===== config.mk =====
export PLATFORM = sky130hd
export DESIGN_NAME = tile_gather_flat
export DESIGN_NICKNAME = d
export VERILOG_FILES = /design/src/rtl/tile_gather_if.sv /design/src/rtl/tile_gather.sv /design/src/flat_wrapper.sv
export SDC_FILE = /design/constraint.sdc
export NUM_CORES = 1
export LEC_CHECK = 0
export ABC_CLOCK_PERIOD_IN_PS = 3900
export BUFFER_PORTS_ARGS = -buffer_cell sky130_fd_sc_hd__buf_2
export CAP_MARGIN = 20
export CORE_UTILIZATION = 49
export CTS_CLUSTER_DIAMETER = 150
export DETAILED_ROUTE_END_ITERATION = 16
export PLACE_DENSITY = 0.77
export RECOVER_POWER = 25
export SLEW_MARGIN = 20
export SYNTH_ARGS = -nofsm -noshare
export SYNTH_HDL_FRONTEND = slang
export SYNTH_SLANG_ARGS = --single-unit

===== constraint.sdc =====
create_clock -name clk -period 3.9 [get_ports clk]
set_input_delay 0.39 -clock clk [delete_from_list [all_inputs] [get_ports clk]]
set_output_delay 0.39 -clock clk [all_outputs]
set_load 0.01 [all_outputs]

===== src/rtl/tile_gather_if.sv =====
// Bundle of control, scratchpad-read and PE-array handshake signals for tile_gather.
// The master modport is the loader's view; the slave modport is the view of
// the environment around it (sequencer, scratchpad, PE array).
interface tile_gather_if #(
    parameter int DWIDTH = 16,
    parameter int AWIDTH = 16,
    parameter int PE_ROW = 4,
    parameter int PE_COL = 4,
    parameter int LANES  = 1
) ();
    localparam int N = PE_ROW * PE_COL;

    logic [1:0]              work_mode;
    logic                    start;
    logic [AWIDTH-1:0]       base_addr;
    logic [AWIDTH-1:0]       row_stride;
    logic                    rd_en;
    logic [AWIDTH-1:0]       rd_addr;
    logic [LANES*DWIDTH-1:0] rd_data;
    logic                    rd_valid;
    logic [N*DWIDTH-1:0]     tile;
    logic                    tile_valid;
    logic                    tile_ready;
    logic [1:0]              pe_mode;
    logic                    busy;
    logic                    done;

    modport master (
        input  work_mode, start, base_addr, row_stride, rd_data, rd_valid, tile_ready,
        output rd_en, rd_addr, tile, tile_valid, pe_mode, busy, done
    );

    modport slave (
        output work_mode, start, base_addr, row_stride, rd_data, rd_valid, tile_ready,
        input  rd_en, rd_addr, tile, tile_valid, pe_mode, busy, done
    );
endinterface


===== src/rtl/tile_gather.sv =====
// Operand-tile loader: issues strided scratchpad reads, packs the returned beats
// into one flat tile and offers it to the PE array with a valid/ready handshake.
// Issue and return counters run independently so a return may coincide with an
// issue; an abort drains the outstanding returns in FLUSH before going idle.
module tile_gather #(
    parameter int DWIDTH = 16,
    parameter int AWIDTH = 16,
    parameter int PE_ROW = 4,
    parameter int PE_COL = 4,
    parameter int LANES  = 1
) (
    input  logic          clk,
    input  logic          rst_n,
    tile_gather_if.master bus
);
    localparam int N     = PE_ROW * PE_COL;
    localparam int BEATS = N / LANES;
    localparam int CW    = $clog2(BEATS + 1);
    localparam int IW    = (N > 1) ? $clog2(N) : 1;

    localparam logic [CW-1:0]     LAST_BEAT = CW'(BEATS - 1);
    localparam logic [CW-1:0]     ONE_C     = CW'(1);
    localparam logic [AWIDTH-1:0] COL_STEP  = AWIDTH'(LANES);
    localparam logic [AWIDTH-1:0] COL_LAST  = AWIDTH'(PE_COL - LANES);
    localparam logic [IW-1:0]     ELEM_STEP = IW'(LANES);

    typedef enum logic [2:0] {S_IDLE, S_FETCH, S_DRAIN, S_HOLD, S_FLUSH} state_t;

    state_t              state_q, state_d;
    logic [AWIDTH-1:0]   row_addr_q;
    logic [AWIDTH-1:0]   stride_q;
    logic [AWIDTH-1:0]   col_q;
    logic [CW-1:0]       issued_q;
    logic [CW-1:0]       returned_q;
    logic [IW-1:0]       ret_elem_q;
    logic [DWIDTH-1:0]   tile_q [N];
    logic [1:0]          pe_mode_q;
    logic                done_q;
    logic [N*DWIDTH-1:0] tile_flat;

    logic          issuing;
    logic          ret_accept;
    logic          ret_store;
    logic          abort;
    logic          last_issue;
    logic          last_return;
    logic          start_load;
    logic [CW-1:0] outstanding;

    function automatic logic [1:0] map_mode(input logic [1:0] wm);
        case (wm)
            2'b10:   return 2'b01;
            2'b11:   return 2'b11;
            default: return 2'b00;
        endcase
    endfunction

    // Decode of issue/return events; returns are only taken while some are owed
    always_comb begin
        issuing     = (state_q == S_FETCH);
        outstanding = issued_q - returned_q;
        ret_accept  = bus.rd_valid && (outstanding != '0) &&
                      (state_q inside {S_FETCH, S_DRAIN, S_FLUSH});
        ret_store   = ret_accept && (state_q != S_FLUSH);
        abort       = (bus.work_mode == 2'b00);
        last_issue  = issuing && (issued_q == LAST_BEAT);
        last_return = ret_store && (returned_q == LAST_BEAT);
        start_load  = bus.start && bus.work_mode[1];
    end

    // State register
    always_ff @(posedge clk) begin
        if (!rst_n) state_q <= S_IDLE;
        else        state_q <= state_d;
    end

    // Next-state logic
    always_comb begin
        state_d = state_q;
        case (state_q)
            S_IDLE:  if (start_load) state_d = S_FETCH;
            S_FETCH: begin
                if (abort)           state_d = S_FLUSH;
                else if (last_issue) state_d = last_return ? S_HOLD : S_DRAIN;
            end
            S_DRAIN: begin
                if (abort)            state_d = S_FLUSH;
                else if (last_return) state_d = S_HOLD;
            end
            S_HOLD:  if (bus.tile_ready) state_d = S_IDLE;
            S_FLUSH: if (outstanding == CW'(ret_accept)) state_d = S_IDLE;
            default: state_d = S_IDLE;
        endcase
    end

    // Address walk and issue/return counters; row address steps by stride at row end
    always_ff @(posedge clk) begin
        if (!rst_n) begin
            row_addr_q <= '0;
            stride_q   <= '0;
            col_q      <= '0;
            issued_q   <= '0;
            returned_q <= '0;
            ret_elem_q <= '0;
        end else if ((state_q == S_IDLE) && start_load) begin
            row_addr_q <= bus.base_addr;
            stride_q   <= bus.row_stride;
            col_q      <= '0;
            issued_q   <= '0;
            returned_q <= '0;
            ret_elem_q <= '0;
        end else begin
            if (issuing) begin
                issued_q <= issued_q + ONE_C;
                if (col_q == COL_LAST) begin
                    col_q      <= '0;
                    row_addr_q <= row_addr_q + stride_q;
                end else begin
                    col_q <= col_q + COL_STEP;
                end
            end
            if (ret_accept) returned_q <= returned_q + ONE_C;
            if (ret_store)  ret_elem_q <= ret_elem_q + ELEM_STEP;
        end
    end

    // Tile storage: lane j of a returned beat lands at element ret_elem+j (lane 0 = MSBs)
    always_ff @(posedge clk) begin
        if (!rst_n) begin
            for (int k = 0; k < N; k++) tile_q[k] <= '0;
        end else if (ret_store) begin
            for (int j = 0; j < LANES; j++)
                tile_q[ret_elem_q + IW'(j)] <= bus.rd_data[(LANES-j)*DWIDTH-1 -: DWIDTH];
        end
    end

    // PE mode follows work_mode while idle and freezes for the tile in flight; done pulse
    always_ff @(posedge clk) begin
        if (!rst_n) begin
            pe_mode_q <= 2'b00;
            done_q    <= 1'b0;
        end else begin
            done_q <= (state_q == S_HOLD) && bus.tile_ready;
            if (state_q == S_IDLE) pe_mode_q <= map_mode(bus.work_mode);
        end
    end

    // Element k occupies the k-th DWIDTH slice counted from the MSB end
    for (genvar gi = 0; gi < N; gi++) begin : g_pack
        assign tile_flat[N*DWIDTH-1-gi*DWIDTH -: DWIDTH] = tile_q[gi];
    end

    // Outputs decoded from state and registers
    always_comb begin
        bus.rd_en      = (state_q == S_FETCH);
        bus.rd_addr    = row_addr_q + col_q;
        bus.tile       = tile_flat;
        bus.tile_valid = (state_q == S_HOLD);
        bus.pe_mode    = pe_mode_q;
        bus.busy       = (state_q != S_IDLE);
        bus.done       = done_q;
    end
endmodule


===== src/flat_wrapper.sv =====
// flat-port wrapper written by rule: the top's interface ports become plain ports
module tile_gather_flat 
#(
    parameter int DWIDTH = 16,
    parameter int AWIDTH = 16,
    parameter int PE_ROW = 4,
    parameter int PE_COL = 4,
    parameter int LANES  = 1
)
  (clk, rst_n, bus_work_mode, bus_start, bus_base_addr, bus_row_stride, bus_rd_data, bus_rd_valid, bus_tile_ready, bus_rd_en, bus_rd_addr, bus_tile, bus_tile_valid, bus_pe_mode, bus_busy, bus_done);
  tile_gather_if #(.DWIDTH(DWIDTH), .AWIDTH(AWIDTH), .PE_ROW(PE_ROW), .PE_COL(PE_COL), .LANES(LANES)) bus_i ();
  input  logic clk;
  input  logic rst_n;
  input wire logic [$bits(bus_i.work_mode)-1:0] bus_work_mode;
  input wire logic [$bits(bus_i.start)-1:0] bus_start;
  input wire logic [$bits(bus_i.base_addr)-1:0] bus_base_addr;
  input wire logic [$bits(bus_i.row_stride)-1:0] bus_row_stride;
  input wire logic [$bits(bus_i.rd_data)-1:0] bus_rd_data;
  input wire logic [$bits(bus_i.rd_valid)-1:0] bus_rd_valid;
  input wire logic [$bits(bus_i.tile_ready)-1:0] bus_tile_ready;
  output wire logic [$bits(bus_i.rd_en)-1:0] bus_rd_en;
  output wire logic [$bits(bus_i.rd_addr)-1:0] bus_rd_addr;
  output wire logic [$bits(bus_i.tile)-1:0] bus_tile;
  output wire logic [$bits(bus_i.tile_valid)-1:0] bus_tile_valid;
  output wire logic [$bits(bus_i.pe_mode)-1:0] bus_pe_mode;
  output wire logic [$bits(bus_i.busy)-1:0] bus_busy;
  output wire logic [$bits(bus_i.done)-1:0] bus_done;
  assign bus_i.work_mode = bus_work_mode;
  assign bus_i.start = bus_start;
  assign bus_i.base_addr = bus_base_addr;
  assign bus_i.row_stride = bus_row_stride;
  assign bus_i.rd_data = bus_rd_data;
  assign bus_i.rd_valid = bus_rd_valid;
  assign bus_i.tile_ready = bus_tile_ready;
  assign bus_rd_en = bus_i.rd_en;
  assign bus_rd_addr = bus_i.rd_addr;
  assign bus_tile = bus_i.tile;
  assign bus_tile_valid = bus_i.tile_valid;
  assign bus_pe_mode = bus_i.pe_mode;
  assign bus_busy = bus_i.busy;
  assign bus_done = bus_i.done;
  tile_gather #(.DWIDTH(DWIDTH), .AWIDTH(AWIDTH), .PE_ROW(PE_ROW), .PE_COL(PE_COL), .LANES(LANES)) u_core (.clk(clk), .rst_n(rst_n), .bus(bus_i));
endmodule

==> flow_metrics.tcl, run 1 <==
set metrics [dict create \
    status "finished clean" \
    switching_share_pct 23.55 \
    syn_inst 1155 \
    synthFlopType "edfxtp_1" \
    path_buf_inv 1 \
    seq_power_share_pct 51.4 \
    placed_cell_area_um2 16400 \
    setup.worst_path.class "reg2out" \
    avgSynthCellArea_um2 12.35 \
    slew_headroom_pct 39.53 \
    postCtsSetupRepairBufs 0 \
    ys_warn_count 0 \
    clk_latency_ns 0.51 \
    async_reset_ff_share_pct 0 \
    cp_slowest_cell "a2111oi_1" \
    rows 62 \
    crit_chain "ha_1 -> a211oi_1 -> nor2_1 -> o32a_1 -> a2111oi_1 -> o311ai_0 -> o211ai_1 -> xnor2_1 -> buf_2" \
    die_h_um 172.6 \
    initial_core_util_pct 49.69 \
    drtAntennaViolNets 0 \
    grt-ovfl-total 0 \
    wl_met3_um 2695 \
    synth_edf_count 256 \
    area_growth_pct 20.66 \
    total_power_w 0.007616 \
    worstPathRequired_ns 3.51 \
    numPortBuffers 332 \
    tightest_slew_ns 0.9071 \
    start_kind "flip-flop" \
    switching_power_w 0.001793 \
    drv_slew 0 \
    crit_path_max_fanout 5 \
    grt_pass1_vias 9527 \
    yosysUniqueCellTypes 59 \
    holdBufCountCts 0 \
    synth_nets 1256 \
    endpoint_kind "output port" \
    viasPerCell 5.276 \
    worstPathArrival_ns 3.22 \
    grt_pass1_wl_um 55100 \
    ir_worst_vdd_v 0.0002558 \
    final_util_pct 59.96 \
    fp.dieW_um 172.6 \
    grt_max_degree 43 \
    netlist.area_leader.share_pct 53.89 \
    slowest_delay_ns 0.62 \
    wl_um 36970 \
    dp_hpwl_um 26340 \
    coreArea_um2 28700 \
    wl_met1_um 14630 \
    hold_class "in2reg" \
    cts_buffers 34 \
    final_nets 1595 \
    gp_congestion 0.8726 \
    p_clk_share_pct 41.0 \
    ys_seq_area_share_pct 63.44 \
    max_cap_viol_count 0 \
    rsz0062_at_grt "no" \
    antenna_found_initial 0 \
    dr_wl_met2_um 18060 \
    synth_top_cell_by_area "edfxtp_1" \
    hold_viol_final 0 \
    vias 10040 \
    drc_errors 0 \
    netlist_top_cells_area "edfxtp_1 54%, and2_1 11%, dfxtp_1 9.5%" \
    power_density_nw_per_um2 442.5 \
    p_int_w 0.005823 \
    skew_ns 0.01242 \
    clockRootBuffer "clkbuf_16" \
    final-instance-count-excl-fill 1903 \
    setup_viol 0 \
    comb_power_share_pct 7.6 \
    pin_count 333 \
    drt-pass1-iter-count 5 \
    dieArea_um2 29800 \
    cts_tree "done" \
    crit_family "compound AO/OA/AOI/OAI gates" \
    finalCriticalPeriod_ns 3.615 \
    wl_per_cell_um 19.43 \
    finish.instance_area_um2 17210 \
    clockBufferDepth 3 \
    drtIter0Drc 763 \
    tns_ns 0 \
    top_layer_used "met4" \
    synth-seq-cells 324 \
    power.leakage_nw 6.781 \
    layout-drive-gt1-share_pct 14.55 \
    synth_area_um2 14260 \
    cts.sinks 324 \
    dp.cells 1842 \
    diodes 0 \
    timing.fmax_ghz 0.2767 \
    grt_use_total_pct 24.24 \
    clkTransAtPathRegs_ns 0.06 \
    final.period_utilization_pct 92.68 \
    cts_max_level 2 \
]
## final timing paths
check	start	to	slack (ns)	cells past startpoint
max	u_core.col_q[1]	bus_rd_addr[15]	0.29	9
min	bus_row_stride[7]	u_core.stride_q[7]	0.12	3
max reg2reg	u_core.issued_q[0]	u_core.tile_q[1][4]	0.58	12
min reg2reg	u_core.stride_q[0]	u_core.stride_q[0]	0.46	2
## power by group through the flow
| stage | registers (W) | clock network [W] | logic (W) |
|---|---|---|---|
| floorplan | 0.00403 | 0 | 0.000263 |
| global placement | 0.00398 | 0 | 0.000598 |
| detailed placement | 0.00398 | 0 | 0.000605 |
| CTS | 0.00391 | 0.00316 | 0.000607 |
| global route | 0.00392 | 0.00328 | 0.000630 |
| finish | 0.00391 | 0.00312 | 0.000581 |
## sequential cells by signal, indices dropped and copies added, names as in the netlist
| signal | cells |
|---|---|
| u_core.tile_q | 256 |
| u_core.col_q | 16 |
| u_core.row_addr_q | 16 |
| u_core.stride_q | 16 |
| u_core.issued_q | 5 |
| u_core.returned_q | 5 |
| u_core.ret_elem_q | 4 |
| u_core.state_q | 3 |
| u_core.bus.pe_mode | 2 |
| u_core.bus.done | 1 |
## layout by cell type (no fill, tap or decap), types with 8 or more instances in the layout
master,n
and2_1,259
edfxtp_1,256
clkbuf_1,217
buf_2,121
nand2_1,88
dfxtp_1,68
nor2_1,59
ha_1,43
a21oi_1,42
clkbuf_16,35
buf_4,29
o21ai_0,27
xor2_1,25
nand3_1,25
inv_1,19
xnor2_1,18
nand2b_1,14
a21boi_0,12
and3_1,11
a211oi_1,9
o21a_1,8
a21o_1,8
o21ai_1,8
## layout make-up
cell class,count,area (um^2)
inverter,20,75.07
multi-input combinational,752,4896
fill,2421,11490
tap,384,480.5
clock inverter,20,176.4
sequential,324,9049
clock buffer,41,898.4
timing repair buffer,362,1635
## what timing repair did
item                                    in CTS  in global routing
hold endpoints to repair                     0                  0
endpoints found under the setup margin       0                  1
resized for setup                            0                  1
## kinds of logic after synthesis
family	share of synthesized area (%)
xor gates and xnor gates	2.640
AOI/OAI and AO/OA	6.983
buffers and inverters	2.246
DFF	63.44
and+or+nand+nor	20.42
adders and majority gates	4.193
muxes	0.07894
## routing by layer
metal	vias up	GRT usage, %
li1	4725	-
met1	4770	29.83
met2	463	41.82
met3	82	3.936
met4	0	11.31
met5	-	0
## per-stage QoR
stage	hold slack, ns	setup WS, ns
global route	0.1245	0.04513
floorplan	0.4406	-0.05748
CTS	0.09888	0.1484
global placement	0.4536	0.6819
finish	0.1153	0.2854
detailed placement	0.4583	0.6012
## synthesized netlist by cell type (all sizes together) (14+ instances only)
cell    count
a21oi      42
and2      259
clkbuf     56
dfxtp      68
edfxtp    256
ha         43
inv        19
nand2      88
nand2b     14
nand3      25
nor2       64
o21ai      35
xnor2      18
xor2       25
## tightest hold or removal path, delay by kind of cell
kind                   cells  cell delay (ns)
AND/OR/NAND/NOR            1             0.04
buffers and inverters      1             0.10
AO/OA/AOI/OAI              1             0.05
(Power assumes the default switching activity.)
==> run 2, diff against run 1 <==
--- a/config.mk
+++ b/config.mk
@@ -8,10 +8,9 @@
 export ABC_CLOCK_PERIOD_IN_PS = 3900
 export BUFFER_PORTS_ARGS = -buffer_cell sky130_fd_sc_hd__buf_2
 export CAP_MARGIN = 20
-export CORE_UTILIZATION = 49
+export CORE_UTILIZATION = 31
 export CTS_CLUSTER_DIAMETER = 150
 export DETAILED_ROUTE_END_ITERATION = 16
-export PLACE_DENSITY = 0.77
 export RECOVER_POWER = 25
 export SLEW_MARGIN = 20
 export SYNTH_ARGS = -nofsm -noshare
==> run 2 against run 1 <==
Compared with the run above:
- via count rose by 0.22%
- die area rose by 57%
- worst hold slack got worse by 0.030 ns
- register-to-register slack got worse by 0.10 ns
- largest cell class unchanged
- first-iteration DRC count fell by 12%
- critical path depth did not move
- worst setup slack improved by 0.064 ns
- clock skew rose by 0.0084 ns
- fmax rose by 1.8%
- clock-buffer cell count rose by 3
- global-route usage fell by 7.1 points
==> flow_metrics.tcl, run 2 (synthesis results as in run 1) <==
set metrics [dict create \
    worstPathArrival_ns 3.16 \
    cp_slowest_cell "a2111oi_2" \
    final_nets 1600 \
    regMostFlops "u_core.tile_q" \
    drv_slew 0 \
    gp_congestion 0.8338 \
    skew_ns 0.02078 \
    power.leakage_nw 6.863 \
    endpoint_kind "output port" \
    final.period_utilization_pct 91.03 \
    coreArea_um2 45380 \
    cts_max_level 2 \
    wl_um 40890 \
    final-instance-count-excl-fill 2123 \
    grt_use_total_pct 17.15 \
    max_cap_viol_count 0 \
    final_util_pct 38.89 \
    clkTransAtPathRegs_ns 0.06 \
    crit_chain "ha_1 -> a211oi_1 -> nor2_1 -> o32a_1 -> a2111oi_2 -> o311ai_0 -> o211ai_1 -> xnor2_1 -> buf_2" \
    fp.dieW_um 216.5 \
    largest_register_ffs 256 \
    hold_viol_final 0 \
    placed_cell_area_um2 16690 \
    dieArea_um2 46870 \
    cts_buffers 38 \
    setup_viol 0 \
    rsz0062_at_grt "no" \
    final_common_cell "and2_1" \
    area_growth_pct 23.72 \
    drc_errors 0 \
    slew_headroom_pct 46.31 \
    tightest_slew_ns 0.8024 \
    final_cell_mix "259 x and2_1, 256 x edfxtp_1, 214 x clkbuf_1" \
    diodes 0 \
    finish.instance_area_um2 17650 \
    viasPerCell 4.740 \
    timing.fmax_ghz 0.2817 \
    numPortBuffers 332 \
    vias 10060 \
    drt-pass1-iter-count 5 \
    finalCriticalPeriod_ns 3.550 \
    grt_max_degree 32 \
    status "finished clean" \
    ir_worst_vdd_v 0.0003395 \
    crit_path_max_fanout 5 \
    pin_count 333 \
    cts_tree "done" \
    drtIter0Drc 675 \
    dp.cells 2059 \
    rows 78 \
    worstPathRequired_ns 3.51 \
    clockBufferDepth 3 \
    grt-ovfl-total 0 \
    clk_latency_ns 0.55 \
    initial_core_util_pct 31.43 \
    total_power_w 0.007981 \
    dp_hpwl_um 29330 \
    setup.worst_path.class "reg2out" \
    grt_pass1_vias 9641 \
    antenna_found_initial 0 \
    drtAntennaViolNets 0 \
    die_h_um 216.5 \
    cts.sinks 324 \
    slowest_delay_ns 0.52 \
    holdBufCountCts 0 \
    clockRootBuffer "clkbuf_16" \
    layout-drive-gt1-share_pct 15.36 \
    start_kind "flip-flop" \
    wl_per_cell_um 19.26 \
    grt_pass1_wl_um 60470 \
    power_density_nw_per_um2 452.3 \
    hold_class "in2reg" \
]
run 2: cell types whose count changed in the layout (fill, tap and decap cells not counted):
cell	change
clkbuf_16	+5
buf_4	+1
clkinvlp_4	-1
o21ai_2	+5
clkbuf_8	+1
clkinv_2	-1
o21ai_1	-5
a2111oi_2	+1
a2111oi_1	-1
inv_8	+1
clkbuf_1	-3
inv_6	+1
run 2: critical path: cells and delay by family, from the launching register on:
| family | cells | cell delay, ns |
|---|---|---|
| AND/OR/NAND/NOR | 1 | 0.12 |
| XOR/XNOR | 1 | 0.14 |
| buffers and inverters | 1 | 0.15 |
| flip-flops | 1 | 0.41 |
| adder cells (fa/ha/maj) | 1 | 0.27 |
| AO/OA/AOI/OAI | 5 | 1.52 |
run 2: per-layer routing:
metal	vias to the layer above	track usage, %	wire (um)
li1	4750	-	-
met1	4917	21.67	17580
met2	335	29.12	19920
met3	60	3.818	2364
met4	0	5.211	1025
met5	-	0	0
run 2: final timing paths:
path	cells after the start	endpoint	slack, ns	startpoint
max	9	bus_rd_addr[15]	0.35	u_core.col_q[1]
min	3	u_core.stride_q[2]	0.09	bus_row_stride[2]
min reg2reg	2	u_core.stride_q[2]	0.47	u_core.stride_q[2]
max reg2reg	12	u_core.tile_q[2][4]	0.48	u_core.issued_q[0]
run 2: power by group:
| part | leakage [nW] | internal [W] | switching (W) | total, W |
|---|---|---|---|---|
| Clock | 0.590 | 0.00202 | 0.00144 | 0.00346 |
| Combinational | 3.13 | 0.000186 | 0.000413 | 0.000598 |
| Sequential | 3.14 | 0.00385 | 0.0000687 | 0.00392 |
run 2: final cells by class:
cell class | instances | area (um^2)
clock buffers | 44 | 1026
clock inverters | 20 | 183.9
fillers | 4439 | 27730
inverters | 20 | 75.07
multi-input cells | 752 | 4920
flip-flops and latches | 324 | 9049
well taps | 600 | 750.7
repair buffers | 363 | 1643
run 2: repair_timing:
| action | 4_1_cts | 5_1_grt |
|---|---|---|
| buffers inserted | 0 | 0 |
| setup endpoints to repair | 1 | 1 |
| pin swaps | 0 | 0 |
| gates resized for setup | 1 | 1 |
run 2: metrics by stage:
step / setup TNS (ns) / hold WS (ns) / setup WS (ns)
after floorplan: -7.357 / 0.4406 / -0.05748
after global placement: 0 / 0.4592 / 0.5724
after detailed placement: 0 / 0.4588 / 0.5032
after CTS: 0 / 0.05215 / 0.09875
after global routing: 0 / 0.06480 / 0.08485
final: 0 / 0.08563 / 0.3497
